## src/rtl/ssd_pkg.sv

```systemverilog
// Shared constants for the seven-segment scan driver: segment bit order,
// active-high glyphs for hex digits 0-F, and the digit-index width helper.
package ssd_pkg;

    // Bit positions inside the 7-bit segment bus {g,f,e,d,c,b,a}
    localparam int unsigned SEG_A = 0;
    localparam int unsigned SEG_B = 1;
    localparam int unsigned SEG_C = 2;
    localparam int unsigned SEG_D = 3;
    localparam int unsigned SEG_E = 4;
    localparam int unsigned SEG_F = 5;
    localparam int unsigned SEG_G = 6;

    localparam logic [6:0] SEG_OFF   = 7'h00;
    localparam logic [6:0] SEG_HEX_0 = 7'h3F;
    localparam logic [6:0] SEG_HEX_1 = 7'h06;
    localparam logic [6:0] SEG_HEX_2 = 7'h5B;
    localparam logic [6:0] SEG_HEX_3 = 7'h4F;
    localparam logic [6:0] SEG_HEX_4 = 7'h66;
    localparam logic [6:0] SEG_HEX_5 = 7'h6D;
    localparam logic [6:0] SEG_HEX_6 = 7'h7D;
    localparam logic [6:0] SEG_HEX_7 = 7'h07;
    localparam logic [6:0] SEG_HEX_8 = 7'h7F;
    localparam logic [6:0] SEG_HEX_9 = 7'h6F;
    localparam logic [6:0] SEG_HEX_A = 7'h77;
    localparam logic [6:0] SEG_HEX_B = 7'h7C;
    localparam logic [6:0] SEG_HEX_C = 7'h39;
    localparam logic [6:0] SEG_HEX_D = 7'h5E;
    localparam logic [6:0] SEG_HEX_E = 7'h79;
    localparam logic [6:0] SEG_HEX_F = 7'h71;

    function automatic int unsigned idx_width(input int unsigned digits);
        return (digits > 1) ? $clog2(digits) : 1;
    endfunction

endpackage

```

## src/rtl/ssd_scan_driver_hex7seg.sv

```systemverilog
// Combinational hex nibble to active-high seven-segment glyph decoder.
module hex7seg
    import ssd_pkg::*;
(
    input  logic [3:0] nibble,
    output logic [6:0] seg
);

    always_comb begin
        seg = SEG_OFF;
        case (nibble)
            4'h0: seg = SEG_HEX_0;
            4'h1: seg = SEG_HEX_1;
            4'h2: seg = SEG_HEX_2;
            4'h3: seg = SEG_HEX_3;
            4'h4: seg = SEG_HEX_4;
            4'h5: seg = SEG_HEX_5;
            4'h6: seg = SEG_HEX_6;
            4'h7: seg = SEG_HEX_7;
            4'h8: seg = SEG_HEX_8;
            4'h9: seg = SEG_HEX_9;
            4'hA: seg = SEG_HEX_A;
            4'hB: seg = SEG_HEX_B;
            4'hC: seg = SEG_HEX_C;
            4'hD: seg = SEG_HEX_D;
            4'hE: seg = SEG_HEX_E;
            4'hF: seg = SEG_HEX_F;
            default: seg = SEG_OFF;
        endcase
    end

endmodule

```

## src/rtl/ssd_scan_driver.sv

```systemverilog
// Multiplexed seven-segment scan driver with tear-free frame-boundary commit.
// Optional macro SSD_LZB_EN enables leading-zero blanking.
module ssd_scan_driver
    import ssd_pkg::*;
#(
    parameter int unsigned DIGITS     = 4,
    parameter int unsigned PRESCALE   = 50000,
    parameter bit          ACTIVE_LOW = 1'b1
) (
    input  logic                  clk,
    input  logic                  rst_n,
    input  logic                  load,
    input  logic [4*DIGITS-1:0]   value,
    input  logic [DIGITS-1:0]     dp,
    input  logic                  blank,
    output logic [DIGITS-1:0]     an,
    output logic [6:0]            seg,
    output logic                  seg_dp,
    output logic                  frame
);

    localparam int unsigned IW = idx_width(DIGITS);
    localparam int unsigned PW = $clog2(PRESCALE);
    localparam int unsigned VW = 4 * DIGITS;
    localparam int unsigned FW = 5 * DIGITS;

    localparam logic [PW-1:0]     PCNT_LAST = PW'(PRESCALE - 1);
    localparam logic [IW-1:0]     IDX_LAST  = IW'(DIGITS - 1);
    localparam logic [DIGITS-1:0] AN_POL    = {DIGITS{ACTIVE_LOW}};
    localparam logic [6:0]        SEG_POL   = {7{ACTIVE_LOW}};

    if (DIGITS < 2) begin : g_bad_digits
        $error("ssd_scan_driver: DIGITS must be at least 2");
    end
    if (PRESCALE < 2) begin : g_bad_prescale
        $error("ssd_scan_driver: PRESCALE must be at least 2");
    end

    logic [PW-1:0]     pcnt_q, pcnt_d;
    logic [IW-1:0]     idx_q, idx_d;
    logic [FW-1:0]     disp_q, disp_d;
    logic [FW-1:0]     pend_q, pend_d;
    logic              pend_flag_q, pend_flag_d;
    logic              frame_q, frame_d;
    logic [DIGITS-1:0] an_q, an_d;
    logic [6:0]        seg_q, seg_d;
    logic              seg_dp_q, seg_dp_d;

    logic              tc;
    logic              boundary;
    logic [VW-1:0]     disp_val;
    logic [DIGITS-1:0] disp_dp;
    logic [DIGITS-1:0] show;
    logic [DIGITS-1:0] onehot;
    logic [3:0]        cur_nibble;
    logic              cur_dp;
    logic              cur_show;
    logic [6:0]        cur_glyph;
    logic              lit;

    // Display/pending registers hold {dp, value}
    assign disp_val = disp_q[VW-1:0];
    assign disp_dp  = disp_q[FW-1:VW];

    // Scan timing
    always_comb begin
        tc       = (pcnt_q == PCNT_LAST);
        boundary = tc && (idx_q == IDX_LAST);
        pcnt_d   = tc ? '0 : pcnt_q + PW'(1);
        idx_d    = idx_q;
        if (tc) begin
            idx_d = (idx_q == IDX_LAST) ? '0 : idx_q + IW'(1);
        end
    end

    // A load on the boundary cycle stays pending; the commit uses the old pend_q.
    always_comb begin
        pend_d      = pend_q;
        pend_flag_d = pend_flag_q;
        disp_d      = disp_q;
        frame_d     = boundary;
        if (boundary && pend_flag_q) begin
            disp_d      = pend_q;
            pend_flag_d = 1'b0;
        end
        if (load) begin
            pend_d      = {dp, value};
            pend_flag_d = 1'b1;
        end
    end

`ifdef SSD_LZB_EN
    logic lzb_seen;

    // Walk from the top digit down; a digit is shown once any nonzero nibble is at or above it.
    always_comb begin
        show     = '0;
        lzb_seen = 1'b0;
        for (int i = int'(DIGITS) - 1; i >= 0; i--) begin
            lzb_seen = lzb_seen | (disp_val[i*4 +: 4] != 4'h0);
            show[i]  = lzb_seen | disp_dp[i] | (i == 0);
        end
    end
`else
    assign show = '1;
`endif

    always_comb begin
        onehot     = '0;
        cur_nibble = 4'h0;
        cur_dp     = 1'b0;
        cur_show   = 1'b0;
        for (int i = 0; i < int'(DIGITS); i++) begin
            if (idx_q == IW'(i)) begin
                onehot[i]  = 1'b1;
                cur_nibble = disp_val[i*4 +: 4];
                cur_dp     = disp_dp[i];
                cur_show   = show[i];
            end
        end
    end

    hex7seg u_hex7seg (
        .nibble (cur_nibble),
        .seg    (cur_glyph)
    );

    // Output stage: build active-high, then apply polarity
    always_comb begin
        lit      = ~blank & cur_show;
        an_d     = (lit ? onehot : '0) ^ AN_POL;
        seg_d    = (lit ? cur_glyph : SEG_OFF) ^ SEG_POL;
        seg_dp_d = (lit & cur_dp) ^ ACTIVE_LOW;
    end

    always_ff @(posedge clk or negedge rst_n) begin
        if (!rst_n) begin
            pcnt_q      <= '0;
            idx_q       <= '0;
            disp_q      <= '0;
            pend_q      <= '0;
            pend_flag_q <= 1'b0;
            frame_q     <= 1'b0;
            an_q        <= AN_POL;
            seg_q       <= SEG_POL;
            seg_dp_q    <= ACTIVE_LOW;
        end else begin
            pcnt_q      <= pcnt_d;
            idx_q       <= idx_d;
            disp_q      <= disp_d;
            pend_q      <= pend_d;
            pend_flag_q <= pend_flag_d;
            frame_q     <= frame_d;
            an_q        <= an_d;
            seg_q       <= seg_d;
            seg_dp_q    <= seg_dp_d;
        end
    end

    assign an     = an_q;
    assign seg    = seg_q;
    assign seg_dp = seg_dp_q;
    assign frame  = frame_q;

endmodule

```

## config.mk

```make
export PLATFORM = sky130hd
export DESIGN_NAME = ssd_scan_driver
export DESIGN_NICKNAME = d
export VERILOG_FILES = /design/src/rtl/ssd_pkg.sv /design/src/rtl/ssd_scan_driver_hex7seg.sv /design/src/rtl/ssd_scan_driver.sv
export SDC_FILE = /design/constraint.sdc
export NUM_CORES = 1
export LEC_CHECK = 0
export ABC_AREA = 1
export BUFFER_PORTS_ARGS = -buffer_cell sky130_fd_sc_hd__buf_4
export CELL_PAD_IN_SITES_DETAIL_PLACEMENT = 0
export CELL_PAD_IN_SITES_GLOBAL_PLACEMENT = 1
export CORE_MARGIN = 10
export CORE_UTILIZATION = 45
export CTS_BUF_LIST = sky130_fd_sc_hd__clkbuf_8
export DETAILED_ROUTE_END_ITERATION = 16
export GPL_ROUTABILITY_DRIVEN = 0
export GPL_TIMING_DRIVEN = 0
export PLACE_DENSITY = 0.9
export SYNTH_ARGS = -nofsm -noshare
export SYNTH_HDL_FRONTEND = slang
export SYNTH_HIERARCHICAL = 1
export SYNTH_SLANG_ARGS = --single-unit
```

## constraint.sdc

```tcl
create_clock -name clk -period 2.5 [get_ports clk]
set_input_delay 0.5 -clock clk [delete_from_list [all_inputs] [get_ports clk]]
set_output_delay 0.5 -clock clk [all_outputs]
set_load 0.01 [all_outputs]
```

==> results by group <==
Timing
  – Setup Skew: 11.88 ps
  – Final worst slack: 260.2 ps
  – Minimum clock period after layout: 2240 ps
  – Fin. Hold Viols: 0
  – RSZ-0062 raised after global routing: no
  – Worst hold slack: 255.1 ps
  – Fmax: 446.5 MHz
  – Relative slew slack: 42.61%
  – Final setup violation count: 0
  – Max Slew Vio Count: 0
  – Least-Margin Pin Slew: 860.8 ps
  – Tcrit/Tclk final: 89.59%

Clock network
  – Root buf cell: clkbuf_8
  – Clock transition at the registers of the reported paths: 80 ps
  – CTS Buffer Depth: 2
  – H-Tree Level Count: 3
  – CTS sink count: 72
  – Post-CTS Setup Inserts: 0
  – Num CTS Buffers: 9
  – TritonCTS clock tree: done
  – Clock latency at the later pin of the worst-skew pair: 350 ps

Setup path
  – Critical R2R Capture: seg[3]$_DFF_PN1_
  – Critical Path Slowest Stage Cell: dfrtp_1
  – Crit Path Category: reg2reg
  – Critical path's most frequent cell: nand2_1
  – Slowest cell delay on critical path: 410 ps
  – RR Startpoint: idx_q[0]$_DFFE_PN0N_
  – Crit path arrival time: 2520 ps
  – CP required: 2780 ps
  – Flop2flop setup slack: 260 ps
  – CP startpoint kind: flip-flop
  – Worst Setup End Kind: flip-flop
  – Crit-path max FO: 6
  – Critical-path cell list: inv_1, ha_2, nand2_1, o21ai_0, nand2_1, a21oi_2, inv_1, ha_1, nand2_1, o21ai_0, nand2_1, nand2_1, nand2_1
  – Crit path launch: idx_q[0]$_DFFE_PN0N_
  – CP top delay family: adder cells
  – Worst path bufs/invs: 2
  – Worst reg2reg path depth: 13

Floorplan
  – IO Count: 37
  – Die area: 11690 sq um
  – # rows: 32
  – Core area: 7647 sq um
  – Die width: 108.1 microns
  – Die extent in y: 108.1 microns
  – Starting Density: 45.70%

Logic synthesis
  – Register bit count reported by yosys: 72
  – Synthesized area: 3495 sq um
  – Netlist cell types: 25
  – Most numerous cell in the Yosys netlist: nand2_1
  – Yosys warns: 6
  – Post-synthesis sequential area ratio: 51.99%
  – Post-synth top cells: 182 x nand2_1, 60 x dfrtp_1, 36 x nor2_1, 35 x inv_1, 22 x nand4_1
  – Most used DFF post-synth: dfrtp_1
  – Post-synth ARST share: 100.0%
  – Syn_nets: 471
  – Avg Synthesized Cell Area: 8.034 sq um
  – Cells after Synth: 435
  – Number of synthesized flops with an enable pin: 0
  – Dominant cells by area after synthesis: dfrtp_1 43%, nand2_1 20%, dfstp_2 9.0%, ha_1 4.3%, nand4_1 3.9%
  – Post-synth top area share: 42.96%
  – Cell taking the most area after synthesis: dfrtp_1

GRT
  – Number of global-route vias before repair: 2781
  – First-pass GRT wire length: 12700 microns
  – Grt ovf: 0
  – Largest net degree at the start of global routing: 73
  – GRT Total Usage: 13.27%
  – Number of antenna violations at the first check in global routing: 0

Pwr
  – VDD IR max: 0.0003676 V
  – LEAKAGE: 2.140 nW
  – PD cells: 610.8 nW/um^2

Placement
  – Pre-CTS WS: -12.41 ps
  – Port bufs: 36
  – HPWL Detailed: 5213 microns

Drt
  – Routed wire length: 7179 microns
  – Number of vias in the routed layout: 2793
  – DRC viols: 0
  – Drt first pass iters: 4
  – Post-DRT Antenna Nets: 0
  – Initial drt markers: 135
  – Wire per inst: 12.23 microns
  – Vias per cell: 4.758

Run
  – Total of max-cap violations: 0

Finish
  – Fill count: 725
  – Nets@finish: 516
  – N_diodes: 0
  – Layout Area Growth over Synthesis: 19.23%
  – Layout cells sized above 1: 16.70%
  – Final core utilization: 54.48%

Hold path
  – Worst Hold Class: in2async

Status
  – Result of the run: completed
[cells in the final DEF, fill, tap and decap left out, types with 6 or more instances in the layout]
cell and count:
ha_1 10, clkbuf_8 10, a21oi_1 11, dfrtp_1 60
inv_1 35, nand2_1 182, nand3_1 14, nand4_1 22
xor2_1 6, o21ai_0 6, nor2_1 36, clkbuf_1 9
buf_4 37, dfstp_2 12
[flip-flops by register name, summed over array words and instances (netlist names)]
register	count
seg	7
pend_flag_q	1
idx_q	2
disp_q	20
an	4
pend_q	20
frame	1
seg_dp	1
pcnt_q	16
[power breakdown]
| group | switching, mW | leakage (nW) | internal (mW) |
|---|---|---|---|
| combinational | 0.0585 | 1.10 | 0.0450 |
| sequential | 0.0175 | 0.909 | 1.20 |
| clock | 0.433 | 0.134 | 0.788 |
| total | 0.509 | 2.14 | 2.04 |
[per-stage QoR]
stage | TNS, ps | std cells | instance area [sq um] | power, mW
after global placement | 0 | 573 | 3892 | 1.346
after floorplan | 0 | 435 | 3495 | 1.279
after CTS | 0 | 588 | 4161 | 2.565
after detailed placement | -12.41 | 573 | 3892 | 1.350
final | 0 | 587 | 4167 | 2.545
after global routing | 0 | 587 | 4167 | 2.634
[metal layers]
layer | part of all wire (%) | GRT usage [%] | routed length (microns)
met3 | 4.7 | 3.450 | 334
met4 | 1.1 | 4.866 | 80
met1 | 48 | 16.94 | 3461
met2 | 46 | 21.21 | 3303
met5 | 0 | 0 | 0
[cell type report]
type | count | area (sq um) | area share [%]
flip-flops and latches | 72 | 1817 | 43.60
multi-input cells | 308 | 1463 | 35.11
repair buffers | 36 | 270.3 | 6.486
inverters | 38 | 142.6 | 3.423
clock buffers | 10 | 137.6 | 3.303
clock inverters | 6 | 131.4 | 3.153
well taps | 102 | 127.6 | 3.063
plain buffers | 15 | 77.57 | 1.862
[cells by family after synthesis]
kind of cell	after synthesis	synth area share (%)
DFF	72	51.99
buffers and inverters	55	6.516
and+or+nand+nor	264	31.83
adders and majority gates	12	4.296
AOI/OAI and AO/OA	26	3.867
xor gates and xnor gates	6	1.504
[worst max path at each step]
stage / endpoint / depth (start not counted) / slack, ps
final: seg[3]$_DFF_PN1_ / 13 / 260
after detailed placement: seg[3]$_DFF_PN1_ / 14 / -10
after CTS: seg[3]$_DFF_PN1_ / 12 / 50
after global placement: seg[3]$_DFF_PN1_ / 14 / 30
after floorplan: seg[3]$_DFF_PN1_ / 14 / 380
after global routing: seg[3]$_DFF_PN1_ / 13 / 50
[timing repair]
| item | CTS | global route |
|---|---|---|
| endpoints found under the setup margin | 1 | 4 |
| hold buffers | 0 | 0 |
| resized for setup | 1 | 4 |
No activity file was read; power rests on OpenSTA's default activity.
